--- src/rtl/peak_frame_streamer_if.sv ---
// Stream-side bundle for peak_frame_streamer: frame strobe in, (pixel, peak) words and status out.
interface peak_frame_streamer_if #(
    parameter int NP    = 10,
    parameter int PIX   = 3,
    parameter int IDX_W = 2,
    parameter int CNT_W = 16
);
    logic                peak_valid;
    logic [NP*PIX-1:0]   peak_bus;
    logic                out_valid;
    logic                out_ready;
    logic [IDX_W-1:0]    out_pix;
    logic [NP-1:0]       out_peak;
    logic                out_last;
    logic [CNT_W-1:0]    frame_cnt;
    logic [CNT_W-1:0]    drop_cnt;
    logic                overflow;
    logic                busy;

    modport master (
        output peak_valid, peak_bus, out_ready,
        input  out_valid, out_pix, out_peak, out_last, frame_cnt, drop_cnt, overflow, busy
    );

    modport slave (
        input  peak_valid, peak_bus, out_ready,
        output out_valid, out_pix, out_peak, out_last, frame_cnt, drop_cnt, overflow, busy
    );
endinterface

--- src/rtl/peak_frame_streamer.sv ---
// Ping-pong capture of per-pixel peak bins and valid/ready serialisation as (pixel, peak) words.
module peak_frame_streamer #(
    parameter int NP    = 10,
    parameter int PIX   = 3,
    parameter int IDX_W = 2,
    parameter int CNT_W = 16
) (
    input  logic                   clk,
    input  logic                   res,
    peak_frame_streamer_if.slave   bus
);
    typedef enum logic {IDLE, STREAM} state_t;

    state_t                          r_state, w_state_nxt;
    logic [1:0][PIX-1:0][NP-1:0]     r_bank;
    logic [1:0]                      r_occ, w_occ_nxt;
    logic                            r_wr_sel, r_rd_sel;
    logic [IDX_W-1:0]                r_pix;
    logic [NP-1:0]                   r_peak;
    logic                            r_last;
    logic [CNT_W-1:0]                r_frame_cnt, r_drop_cnt;
    logic                            r_overflow;

    logic                            w_hs, w_last, w_rel, w_cap, w_drop;
    logic                            w_load, w_load_bank;
    logic [IDX_W-1:0]                w_load_idx, w_nxt_idx;

    assign w_hs      = (r_state == STREAM) & bus.out_ready;
    assign w_last    = (r_pix == IDX_W'(PIX-1));
    assign w_rel     = w_hs & w_last;
    assign w_nxt_idx = r_pix + 1'b1;
    // A bank finishing its last word this cycle may be refilled in the same cycle.
    assign w_cap     = bus.peak_valid &
                       (~r_occ[r_wr_sel] | (w_rel & (r_rd_sel == r_wr_sel)));
    assign w_drop    = bus.peak_valid & ~w_cap;

    always_comb begin
        w_occ_nxt = r_occ;
        if (w_rel) w_occ_nxt[r_rd_sel] = 1'b0;
        if (w_cap) w_occ_nxt[r_wr_sel] = 1'b1;
    end

    always_ff @(posedge clk or posedge res) begin
        if (res) r_state <= IDLE;
        else     r_state <= w_state_nxt;
    end

    always_comb begin
        w_state_nxt = r_state;
        w_load      = 1'b0;
        w_load_bank = r_rd_sel;
        w_load_idx  = '0;
        case (r_state)
            IDLE: begin
                if (r_occ[r_rd_sel]) begin
                    w_state_nxt = STREAM;
                    w_load      = 1'b1;
                end
            end
            STREAM: begin
                if (w_hs) begin
                    if (!w_last) begin
                        w_load     = 1'b1;
                        w_load_idx = w_nxt_idx;
                    end else if (r_occ[~r_rd_sel]) begin
                        w_load      = 1'b1;
                        w_load_bank = ~r_rd_sel;
                    end else begin
                        w_state_nxt = IDLE;
                    end
                end
            end
            default: w_state_nxt = IDLE;
        endcase
    end

    always_ff @(posedge clk or posedge res) begin
        if (res) begin
            r_bank      <= '0;
            r_occ       <= '0;
            r_wr_sel    <= 1'b0;
            r_rd_sel    <= 1'b0;
            r_pix       <= '0;
            r_peak      <= '0;
            r_last      <= 1'b0;
            r_frame_cnt <= '0;
            r_drop_cnt  <= '0;
            r_overflow  <= 1'b0;
        end else begin
            r_occ <= w_occ_nxt;
            if (w_cap) begin
                r_bank[r_wr_sel] <= bus.peak_bus;
                r_wr_sel         <= ~r_wr_sel;
            end
            if (w_drop) begin
                r_overflow <= 1'b1;
                if (r_drop_cnt != '1) r_drop_cnt <= r_drop_cnt + 1'b1;
            end
            if (w_rel) begin
                r_rd_sel    <= ~r_rd_sel;
                r_frame_cnt <= r_frame_cnt + 1'b1;
            end
            if (w_load) begin
                r_pix  <= w_load_idx;
                r_peak <= r_bank[w_load_bank][w_load_idx];
                r_last <= (w_load_idx == IDX_W'(PIX-1));
            end
        end
    end

    assign bus.out_valid = (r_state == STREAM);
    assign bus.out_pix   = r_pix;
    assign bus.out_peak  = r_peak;
    assign bus.out_last  = r_last;
    assign bus.frame_cnt = r_frame_cnt;
    assign bus.drop_cnt  = r_drop_cnt;
    assign bus.overflow  = r_overflow;
    assign bus.busy      = |r_occ;
endmodule

--- src/flat_wrapper.sv ---
// flat-port wrapper written by rule: the top's interface ports become plain ports
module peak_frame_streamer_flat 
#(
    parameter int NP    = 10,
    parameter int PIX   = 3,
    parameter int IDX_W = 2,
    parameter int CNT_W = 16
)
  (clk, res, bus_peak_valid, bus_peak_bus, bus_out_ready, bus_out_valid, bus_out_pix, bus_out_peak, bus_out_last, bus_frame_cnt, bus_drop_cnt, bus_overflow, bus_busy);
  peak_frame_streamer_if #(.NP(NP), .PIX(PIX), .IDX_W(IDX_W), .CNT_W(CNT_W)) bus_i ();
  input  logic clk;
  input  logic res;
  input wire logic [$bits(bus_i.peak_valid)-1:0] bus_peak_valid;
  input wire logic [$bits(bus_i.peak_bus)-1:0] bus_peak_bus;
  input wire logic [$bits(bus_i.out_ready)-1:0] bus_out_ready;
  output wire logic [$bits(bus_i.out_valid)-1:0] bus_out_valid;
  output wire logic [$bits(bus_i.out_pix)-1:0] bus_out_pix;
  output wire logic [$bits(bus_i.out_peak)-1:0] bus_out_peak;
  output wire logic [$bits(bus_i.out_last)-1:0] bus_out_last;
  output wire logic [$bits(bus_i.frame_cnt)-1:0] bus_frame_cnt;
  output wire logic [$bits(bus_i.drop_cnt)-1:0] bus_drop_cnt;
  output wire logic [$bits(bus_i.overflow)-1:0] bus_overflow;
  output wire logic [$bits(bus_i.busy)-1:0] bus_busy;
  assign bus_i.peak_valid = bus_peak_valid;
  assign bus_i.peak_bus = bus_peak_bus;
  assign bus_i.out_ready = bus_out_ready;
  assign bus_out_valid = bus_i.out_valid;
  assign bus_out_pix = bus_i.out_pix;
  assign bus_out_peak = bus_i.out_peak;
  assign bus_out_last = bus_i.out_last;
  assign bus_frame_cnt = bus_i.frame_cnt;
  assign bus_drop_cnt = bus_i.drop_cnt;
  assign bus_overflow = bus_i.overflow;
  assign bus_busy = bus_i.busy;
  peak_frame_streamer #(.NP(NP), .PIX(PIX), .IDX_W(IDX_W), .CNT_W(CNT_W)) u_core (.clk(clk), .res(res), .bus(bus_i));
endmodule
--- config.mk ---
export PLATFORM = sky130hd
export DESIGN_NAME = peak_frame_streamer_flat
export DESIGN_NICKNAME = d
export VERILOG_FILES = /design/src/rtl/peak_frame_streamer_if.sv /design/src/rtl/peak_frame_streamer.sv /design/src/flat_wrapper.sv
export SDC_FILE = /design/constraint.sdc
export NUM_CORES = 1
export LEC_CHECK = 0
export ABC_AREA = 0
export BUFFER_PORTS_ARGS = -buffer_cell sky130_fd_sc_hd__buf_2
export CORE_MARGIN = 8
export CORE_UTILIZATION = 30
export CTS_CLUSTER_SIZE = 8
export DETAILED_ROUTE_END_ITERATION = 10
export GPL_TIMING_DRIVEN = 0
export HOLD_SLACK_MARGIN = 0.03
export PLACE_DENSITY = 0.54
export SYNTH_ARGS = -nofsm -noshare
export SYNTH_HDL_FRONTEND = slang
export SYNTH_SLANG_ARGS = --single-unit
--- constraint.sdc ---
create_clock -name clk -period 5.3 [get_ports clk]
set_clock_uncertainty 0.2 [all_clocks]
set_input_delay 1.06 -clock clk [delete_from_list [all_inputs] [get_ports clk]]
set_output_delay 1.06 -clock clk [all_outputs]
set_load 0.05 [all_outputs]
## After elaboration in Yosys (flattened, before gate mapping)

Index checks and enable logic that the tools add are counted.

| word-level totals | value |
|---|---|
| logic and storage cells | 81 |
| flip-flop bits (word level) | 111 |
| output and inout bits | 48 |

| cells by class | value |
|---|---|
| equal/unequal tests | 4 |
| reduce and logical (&&, ||, !) cells | 4 |
| bitwise operators | 14 |
| mux-type cells | 33 |
| order comparisons | 7 |
| add/subtract/negate cells | 3 |

Operators by type and width:

| cell | count |
|---|---|
| 30-bit 2-to-1 mux | 3 |
| 60-bit bitwise mux | 1 |
| 16-bit by 1-bit adder with 16-bit output (second input constant) | 2 |
| 30-bit demux with 1-bit select | 1 |
| 10-bit binary-select mux with 2-bit select | 1 |
| 1-bit 2-to-1 mux | 17 |
| 16-bit != test (second input constant) | 1 |
| 10-bit 2-to-1 mux | 1 |
| 2-bit 2-to-1 mux | 5 |
| 1-bit by 2-bit less-than comparator with 1-bit output (second input constant) | 4 |
| 1-bit AND | 5 |
| 1-bit NOT | 5 |
| 2-bit == test (second input constant) | 2 |
| 1-bit case mux with 2 select lines | 2 |
| 2-bit by 3-bit less-than comparator with 1-bit output (second input constant) | 1 |
| 2-bit by 1-bit adder with 2-bit output (second input constant) | 1 |
| 2-bit AND | 1 |
| 1-bit demux with 1-bit select | 2 |
| 1-bit >= comparator (second input constant) | 2 |
| 1-bit logical AND | 2 |
| 2-bit NOT | 1 |
| 2-bit bitwise OR | 1 |
| 2-bit AND reduction | 1 |
| 2-bit OR reduction | 1 |
| other kinds (2) | 2 |

## Depth between registers and ports, before layout

Gate-level depths: netlist of run 1.

| logic depth | value |
|---|---|
| depth in word-level cells | 11 |
| gate-level depth with buffers | 8 |
| gate-level depth less buffers | 6 |

## Worst setup path before layout of run 1

Ideal clock, no wire load.

| timing | value |
|---|---|
| path kind | input-to-reg |
| start point | input port bus_out_ready |
| end point | register u_core.r_frame_cnt[13] (netlist: u_core.bus.frame_cnt[13]) |
| data required time | 4958 ps |
| path slack | 2717 ps |
| setup time | 142 ps |
| arrival time | 2241 ps |
| cell stages on the path | 6 |
| cells stage by stage | nand4b_4 > buf_6 > or4_4 > nor2_4 > nand3_2 > xnor2_1 |

| on the way | value |
|---|---|
| word-level cells in the longest chain between the ends | 2 |

RTL lines:

| what | RTL line | RTL |
|---|---|---|
| from (decl) | flat_wrapper.sv:15 | `input wire logic [$bits(bus_i.out_ready)-1:0] bus_out_ready;` |
| 1-bit AND | peak_frame_streamer.sv:28 | `assign w_hs = (r_state == STREAM) & bus.out_ready;` |
| 1-bit AND | peak_frame_streamer.sv:30 | `assign w_rel = w_hs & w_last;` |
| to (signal assigned) | peak_frame_streamer.sv:101 | `r_frame_cnt <= r_frame_cnt + 1'b1;` |
| to (decl) | peak_frame_streamer.sv:21 | `logic [CNT_W-1:0] r_frame_cnt, r_drop_cnt;` |

No other way between the ends.
A chain may end at the register's enable or synchronous reset.

## Final worst setup path of run 1

| timing | value |
|---|---|
| start point | register u_core.r_occ[1] |
| end point | output port bus_busy |

| on the way | value |
|---|---|
| word-level cells in the longest chain between the ends | 1 |

RTL lines:

| what | RTL line | RTL |
|---|---|---|
| from (decl) | peak_frame_streamer.sv:16 | `logic [1:0] r_occ, w_occ_nxt;` |
| from (signal assigned) | peak_frame_streamer.sv:90 | `r_occ <= w_occ_nxt;` |
| 2-bit OR reduction | peak_frame_streamer.sv:118 | `assign bus.busy = \|r_occ;` |
| to (decl) | flat_wrapper.sv:23 | `output wire logic [$bits(bus_i.busy)-1:0] bus_busy;` |

No other way between the ends.

==> results of run 1 <==
-- kinds of logic after synthesis --
| family | after synthesis | share of synthesized area (%) |
|---|---|---|
| and+or+nand+nor | 129 | 13.4 |
| DFF | 111 | 52.0 |
| muxes | 82 | 16.9 |
| AOI/OAI and AO/OA | 62 | 8.95 |
| buffers and inverters | 30 | 3.56 |
| xor gates and xnor gates | 29 | 4.76 |
| adders and majority gates | 2 | 0.468 |
-- final timing paths --
kind                       slack (ns)  cells after the start                  endpoint
hold / removal                   0.26                      1  u_core.bus.frame_cnt[15]
setup / recovery                 2.57                      3                  bus_busy
hold reg to reg                  0.26                      1  u_core.bus.frame_cnt[15]
max in group asynchronous        3.51                      3         u_core.r_bank[52]
min in group asynchronous        0.68                      2    u_core.bus.drop_cnt[8]
setup reg to reg                 2.83                      6    u_core.bus.out_peak[9]
-- layout make-up --
class	count	area (um^2)	share of cell area, %
well taps	225	282	4.40
clock buffers	10	239	3.74
clock inverters	6	97.6	1.53
multi-input cells	304	2370	37.1
flip-flops and latches	111	2780	43.4
diodes	1	2.50	0.0391
plain buffers	23	164	2.56
repair buffers	82	433	6.77
inverters	7	28.8	0.450
-- state kept, by name, summed over array words and instances (netlist names) --
register / cells
u_core.r_bank: 60
u_core.bus.drop_cnt: 16
u_core.bus.frame_cnt: 16
u_core.bus.out_peak: 10
u_core.bus.out_pix: 2
u_core.r_occ: 2
u_core.bus.out_last: 1
u_core.bus.out_valid: 1
u_core.bus.overflow: 1
u_core.r_rd_sel: 1
u_core.r_wr_sel: 1
-- placed cells by master, fill, tap and decap left out, drive strengths merged, types with 8 or more instances in the layout --
cell	instances
dfrtp	111
buf	100
mux2	61
nand2	26
nor2	25
or2	22
mux2i	21
a21oi	19
xnor2	18
a22oi	18
nor3	16
clkbuf	15
nand3	14
xor2	11
inv	10
nand4	9
a221oi	8
-- metrics by stage --
stage,total power [W],instance area (um^2)
after floorplan,0.00257,5340
after global placement,0.00295,6030
after detailed placement,0.00300,6060
after CTS,0.00377,6390
after global routing,0.00396,6400
final,0.00373,6400
-- worst max-delay path, delay by kind of cell, from the launching register on --
kind / cells / cell delay, ns
buf+inv: 2 / 0.42
flops: 1 / 0.40
simple gates: 1 / 0.29
-- power groups by stage --
stage | registers (W) | logic, W | clock network, W
final | 0.00140 | 0.00157 | 0.000765
after detailed placement | 0.00141 | 0.00159 | 0
after floorplan | 0.00165 | 0.000919 | 0
after global placement | 0.00139 | 0.00156 | 0
after CTS | 0.00139 | 0.00159 | 0.000789
after global routing | 0.00144 | 0.00170 | 0.000819
-- routing by layer --
layer | routed length [um] | vias to the layer above | part of all wire (%) | track usage (%)
met3 | 732 | 20 | 5.4 | 3.11
met4 | 298 | 2 | 2.2 | 6.01
met1 | 5980 | 1894 | 44 | 15.8
li1 | - | 1781 | - | -
met5 | 10 | - | 0.073 | 0
met2 | 6640 | 69 | 49 | 20.3
==> metrics, run 1 <==
Area Growth Syn to Fin 19.8%; setup repair bufs after CTS 0; non-filler cells, final 769; worst path cell trace buf_2 -> or2_2 -> buf_2; final hold vios 0; Row Count 48; Synth Instances 445; die width 149 um; GP Congestion 0.809; CP max-delay cell dfrtp_1; # port buffers 81; DPL Wire Length 9.78 mm; share of the synthesized area in the top cell type 52.0%; Hold Buf Count CTS 0; number of synthesized flops with an enable pin 0; sequential share of power 37.4%; first-pass GRT wire length 22.0 mm; Synth Register Bits 111; antenna-violating nets left 0; unrepaired setup endpoints after global routing no; fin crit share 51.4%; DRT iter0 DRCs 200; Avg Cell Area, Syn 12.0 um^2; vias in the first global route 3980; DR WL/cell 17.8 um; total CTS buffers 9; starting density of the core 30.8%; most frequent cell after synthesis dfrtp_1; Logic pwr share 42.1%; HP Start u_core.bus.frame_cnt[15]; CTS H-tree lvls 3; worst r2r src u_core.bus.out_pix[0]; Worst Setup SP u_core.r_occ[1]; total placed cells including tap cells 752; synth warn 0; number of fill cells 1703; status complete, no violations; switching part of the total 39.9%; initial antenna violation count 2; Seq/Total Area, Yosys 52.0%; vias 3766; FMAX 0.367 GHz; Reg clk slew, reported paths 0.08 ns; final core occ 36.9%; CTS tree yes; Nets 574; Root Buffer clkbuf_16; Leak Pwr 2.89 nW; synthesized area 0.00534 mm^2; Slew Limit Headroom 44.8%; ys flop type dfrtp_1; Slew Limit Fails 0; maximum clock path buffer count 2; Residual DRC 0; power per standard cell area 583 mW/mm^2; Sink Count 111; setup ws final 2.57 ns; main area contributors after synthesis dfrtp_1 (52%), mux2_2 (13%), mux2i_1 (3.9%), xnor2_1 (3.0%), or2_2 (2.6%); Worst path max stage delay 0.40 ns; die area 0.0223 mm^2; share of layout cells above drive strength 1 39.2%; Post-Route WL 13.7 mm; Skew-Pair Late Insertion Delay 0.35 ns; post-CTS sizing 0; VDD IR-drop max 250 uV; Synth top cells by count dfrtp_1 (111), mux2_2 (60), nand2_1 (25), nor2_1 (24), or2_2 (22); Crit Path Max Fanout 10; die height 149 um; io pins 82; worst slew pin tran 0.828 ns; library cells used by synthesis 52; Req. time, crit path 4.04 ns; crit path DAT 1.47 ns; Clock power frac 20.5%; setup TNS 0 ns; Mapped Nets 481; P_sw 0.00149 W; fraction of registers with async set/reset 100%; internal power 0.00224 W; pre-CTS setup slack 2.18 ns; area leader, netlist dfrtp_1; Hold Path Class register to register; critical path's most frequent cell buf_2; WHS 0.262 ns; largest net degree at the start of global routing 65; Tmin final 2.73 ns; startpoint types register; area of the core 0.0174 mm^2; DRT Pass-1 Iters 4; critical path type register to output port; GR Overflow Total 0; critical path endpoint category output port; Via density 4.90; MaxCap Viol Count 0; all-layer global routing usage 12.7%; Setup violations, final 0
Note: power is estimated with default switching activity, not from simulation.
==> run 2: changes to the inputs <==
==> constraint.sdc (replaced) <==
create_clock -name clk -period 2.8 [get_ports clk]
set_clock_uncertainty 0.2 [all_clocks]
set_input_delay 0.56 -clock clk [delete_from_list [all_inputs] [get_ports clk]]
set_output_delay 0.56 -clock clk [all_outputs]
set_load 0.05 [all_outputs]
==> metrics, run 2 (synthesis gave the netlist of run 1 again) <==
Sink Count 111; Leak Pwr 2.86 nW; Via density 4.97; max reg flops 60; vias 3821; worst slew pin tran 0.796 ns; WHS 0.142 ns; fin crit share 87.0%; starting density of the core 30.8%; # port buffers 81; DPL Wire Length 9.72 mm; ANT cells 0; die width 149 um; first-pass GRT wire length 22.0 mm; maximum clock path buffer count 2; final core occ 36.6%; DR WL/cell 17.6 um; most frequent cells in the layout dfrtp_1 (111), buf_2 (89), mux2_2 (60); critical path type register to register; Area Growth Syn to Fin 18.8%; area of the core 0.0174 mm^2; GP Congestion 0.797; share of layout cells above drive strength 1 39.2%; FMAX 0.410 GHz; Post-Route WL 13.6 mm; largest register by flop count u_core.r_bank; top routing layer in use met5; Crit Path Max Fanout 10; die height 149 um; Slew Limit Headroom 46.8%; Row Count 48; met2 WL 6.31 mm; Reg clk slew, reported paths 0.08 ns; R2R Setup Slk 0.36 ns; Tmin final 2.44 ns; Met1 Wirelength 6.15 mm; total CTS buffers 9; antenna-violating nets left 0; die area 0.0223 mm^2; post-CTS sizing 0; GR Overflow Total 0; Setup violations, final 0; Met3 Wirelength 756 um; worst reg2reg path endpoint u_core.bus.out_peak[0]; VDD IR-drop max 528 uV; Hold Path Class primary input to asynchronous set/reset pin; CTS H-tree lvls 3; commonest non-fill, non-tap cell in the layout dfrtp_1; final hold vios 0; critical path endpoint category register; CTS tree yes; startpoint types register; worst r2r src u_core.bus.out_pix[0]; initial antenna violation count 3; largest net degree at the start of global routing 44; Root Buffer clkbuf_16; status complete, no violations; io pins 82; Hold Buf Count CTS 0; Slew Limit Fails 0; Req. time, crit path 2.84 ns; DRT Pass-1 Iters 5; DRT iter0 DRCs 185; vias in the first global route 4059; crit path DAT 2.47 ns; Residual DRC 0; all-layer global routing usage 12.6%; MaxCap Viol Count 0; power per standard cell area 1080 mW/mm^2; setup repair bufs after CTS 0; Nets 575; unrepaired setup endpoints after global routing no; Skew-Pair Late Insertion Delay 0.36 ns; FF-to-FF path depth 7
==> run 2: cell types whose count changed in the layout (fill, tap and decap cells not counted), moves of 2 or more <==
cell        change
clkinvlp_4      +3
bufinv_16       -2
inv_6           -2
buf_12          +2
clkinv_2        +2
==> run 2: worst max-delay path by stage <==
stage / start / to / slack, ns / depth (start not counted)
floorplan: u_core.bus.out_valid / u_core.r_bank[36] / 0.44 / 7
global placement: res / u_core.bus.out_peak[1] / -0.06 / 2
detailed placement: bus_out_ready / u_core.bus.out_peak[0] / 0.25 / 8
CTS: u_core.bus.out_pix[0] / u_core.bus.out_peak[9] / 0.34 / 6
global route: u_core.bus.out_pix[0] / u_core.bus.out_peak[0] / 0.28 / 7
finish: u_core.bus.out_pix[0] / u_core.bus.out_peak[0] / 0.36 / 7
==> run 2: routing by layer <==
metal	vias up	track usage (%)
met1	1911	15.7
met5	-	0
met3	31	3.29
met4	6	5.81
li1	1788	-
met2	85	20.0
==> run 2: cell type report <==
cell class              count  area, um^2
well taps                 225         282
clock inverters             6        45.0
inverters                   7        30.0
multi-input cells         304        2370
clock buffers              10         229
flip-flops and latches    111        2780
fillers                  1694       11000
repair buffers             83         445
plain buffers              23         164
==> run 2: worst max-delay path, cell delays in order, from the launching register on <==
cell	delay, ns
dfrtp_1	0.55
and4b_1	0.31
buf_6	0.17
a21oi_4	0.30
buf_2	0.32
a22oi_1	0.10
a21oi_1	0.27
nor3_1	0.09
==> run 2: power breakdown <==
group	total, W	switching (W)	internal [W]
clock	0.00121	0.000603	0.000609
sequential	0.00264	0.000415	0.00223
combinational	0.00297	0.00178	0.00119
==> run 2: through the flow <==
step | cells | setup TNS [ns] | worst slack, ns | instance area, um^2 | total power [W]
2_1_floorplan | 445 | 0 | 0.439 | 5350 | 0.00487
3_3_place_gp | 751 | -6.10 | -0.0607 | 6030 | 0.00558
3_5_place_dp | 753 | 0 | 0.248 | 6070 | 0.00567
4_1_cts | 769 | 0 | 0.343 | 6350 | 0.00692
5_1_grt | 769 | 0 | 0.284 | 6350 | 0.00727
6_report | 769 | 0 | 0.363 | 6350 | 0.00683
==> run 3: changes to the inputs <==
--- a/config.mk
+++ b/config.mk
@@ -8,12 +8,13 @@
 export ABC_AREA = 0
 export BUFFER_PORTS_ARGS = -buffer_cell sky130_fd_sc_hd__buf_2
 export CORE_MARGIN = 8
-export CORE_UTILIZATION = 30
+export CORE_UTILIZATION = 57
+export CTS_CLUSTER_DIAMETER = 30
 export CTS_CLUSTER_SIZE = 8
 export DETAILED_ROUTE_END_ITERATION = 10
 export GPL_TIMING_DRIVEN = 0
 export HOLD_SLACK_MARGIN = 0.03
-export PLACE_DENSITY = 0.54
+export PLACE_DENSITY = 0.86
 export SYNTH_ARGS = -nofsm -noshare
 export SYNTH_HDL_FRONTEND = slang
 export SYNTH_SLANG_ARGS = --single-unit
==> metrics, run 3 (synthesis gave the netlist of run 1 again) <==
largest net degree at the start of global routing 46; most frequent cells in the layout dfrtp_1 (111), buf_2 (89), mux2_2 (60); DR WL/cell 19.0 um; die height 113 um; area of the core 0.00915 mm^2; pre-CTS setup slack 0.314 ns; Leak Pwr 2.83 nW; total CTS buffers 9; Worst path max stage delay 0.57 ns; startpoint types register; worst reg2reg path endpoint u_core.bus.out_peak[0]; maximum clock path buffer count 2; commonest non-fill, non-tap cell in the layout dfrtp_1; final core occ 67.1%; Req. time, crit path 2.86 ns; R2R Setup Slk 0.38 ns; worst slew pin tran 0.683 ns; Via density 5.89; Residual DRC 0; GR Overflow Total 0; all-layer global routing usage 19.7%; io pins 82; share of layout cells above drive strength 1 39.3%; grt met1 use 24.5%; status complete, no violations; Post-Route WL 12.4 mm; DRT Pass-1 Iters 4; worst path cell trace and4b_1 -> buf_6 -> a21oi_4 -> buf_2 -> a22oi_1 -> a21oi_1 -> nor3_1; starting density of the core 58.4%; number of fill cells 696; worst r2r src u_core.bus.out_pix[0]; # port buffers 81; GP Congestion 0.805; DPL Wire Length 9.09 mm; FF-to-FF path depth 7; Reg clk slew, reported paths 0.11 ns; antenna-violating nets left 0; die area 0.0127 mm^2; max reg flops 60; total placed cells including tap cells 639; Row Count 35; Root Buffer clkbuf_8; CTS tree yes; Sink Count 111; ANT cells 0; VDD IR-drop max 573 uV; post-CTS sizing 0; vias 3857; GR Layer Usage met2 33.3%; largest register by flop count u_core.r_bank; Slew Limit Headroom 54.3%; WHS 0.0229 ns; non-filler cells, final 655; Skew-Pair Late Insertion Delay 0.38 ns; critical path buffer and inverter count 2; Area Growth Syn to Fin 15.0%; CP max-delay cell dfrtp_1; fin crit share 86.5%; global routing usage on met3 3.67%; final hold vios 0; initial antenna violation count 0; unrepaired setup endpoints after global routing no; Slew Limit Fails 0; FMAX 0.413 GHz; setup TNS 0 ns; Setup violations, final 0; vias in the first global route 3964; DRT iter0 DRCs 269; CP top delay family compound AO/OA/AOI/OAI gates; CTS H-tree lvls 3; Crit Path Max Fanout 10; first-pass GRT wire length 20.1 mm; critical path type register to register; die width 113 um; critical path endpoint category register; MaxCap Viol Count 0; Nets 575; Hold Path Class primary input to asynchronous set/reset pin; power per standard cell area 1090 mW/mm^2; grt peak-use layer met2; Hold Buf Count CTS 0; setup repair bufs after CTS 0; crit path DAT 2.48 ns; Tmin final 2.42 ns; setup ws final 0.378 ns
run 3: cell types whose count changed in the layout (fill, tap and decap cells not counted), sizes merged:
cell	before	now
bufinv	0	1
clkbuf	15	16
clkinv	3	1
clkinvlp	3	2
inv	7	8
run 3: worst max path at each step:
stage / depth (start not counted) / endpoint / slack [ns] / start
after floorplan: 7 / u_core.r_bank[36] / 0.44 / u_core.bus.out_valid
after global placement: 2 / u_core.r_bank[52] / 0.09 / res
after detailed placement: 8 / u_core.bus.out_peak[1] / 0.31 / bus_out_ready
after CTS: 7 / u_core.bus.out_peak[1] / 0.42 / u_core.bus.out_pix[0]
after global routing: 6 / u_core.bus.out_peak[2] / 0.33 / u_core.bus.out_pix[0]
final: 7 / u_core.bus.out_peak[0] / 0.38 / u_core.bus.out_pix[0]
run 3: layout make-up:
class / count / area (um^2) / area share [%]
flip-flops and latches: 111 / 2780 / 45.2
multi-input cells: 304 / 2370 / 38.6
plain buffers: 23 / 164 / 2.67
clock buffers: 11 / 151 / 2.46
repair buffers: 83 / 445 / 7.25
clock inverters: 5 / 63.8 / 1.04
well taps: 111 / 139 / 2.26
inverters: 7 / 30.0 / 0.489
run 3: worst register-to-register path: cells and delay by family, from the launching register on:
kind                   cells  cell delay (ns)
DFF                        1             0.57
and+or+nand+nor            2             0.40
AOI/OAI and AO/OA          3             0.67
buffers and inverters      2             0.48
run 3: routing by layer:
layer	routed length (um)	share of wire [%]
met5	0	0
met4	186	1.5
met3	621	5.0
met2	6360	51
met1	5260	42
run 3: report_power, final:
group          switching, W  internal, W
sequential         0.000435      0.00223
combinational       0.00178      0.00120
clock              0.000557     0.000471
total               0.00278      0.00389
run 3: metrics by stage:
stage	area, um^2	total power, W
finish	6140	0.00667
detailed placement	5930	0.00565
global placement	5890	0.00548
global route	6140	0.00700
CTS	6140	0.00667
floorplan	5350	0.00487
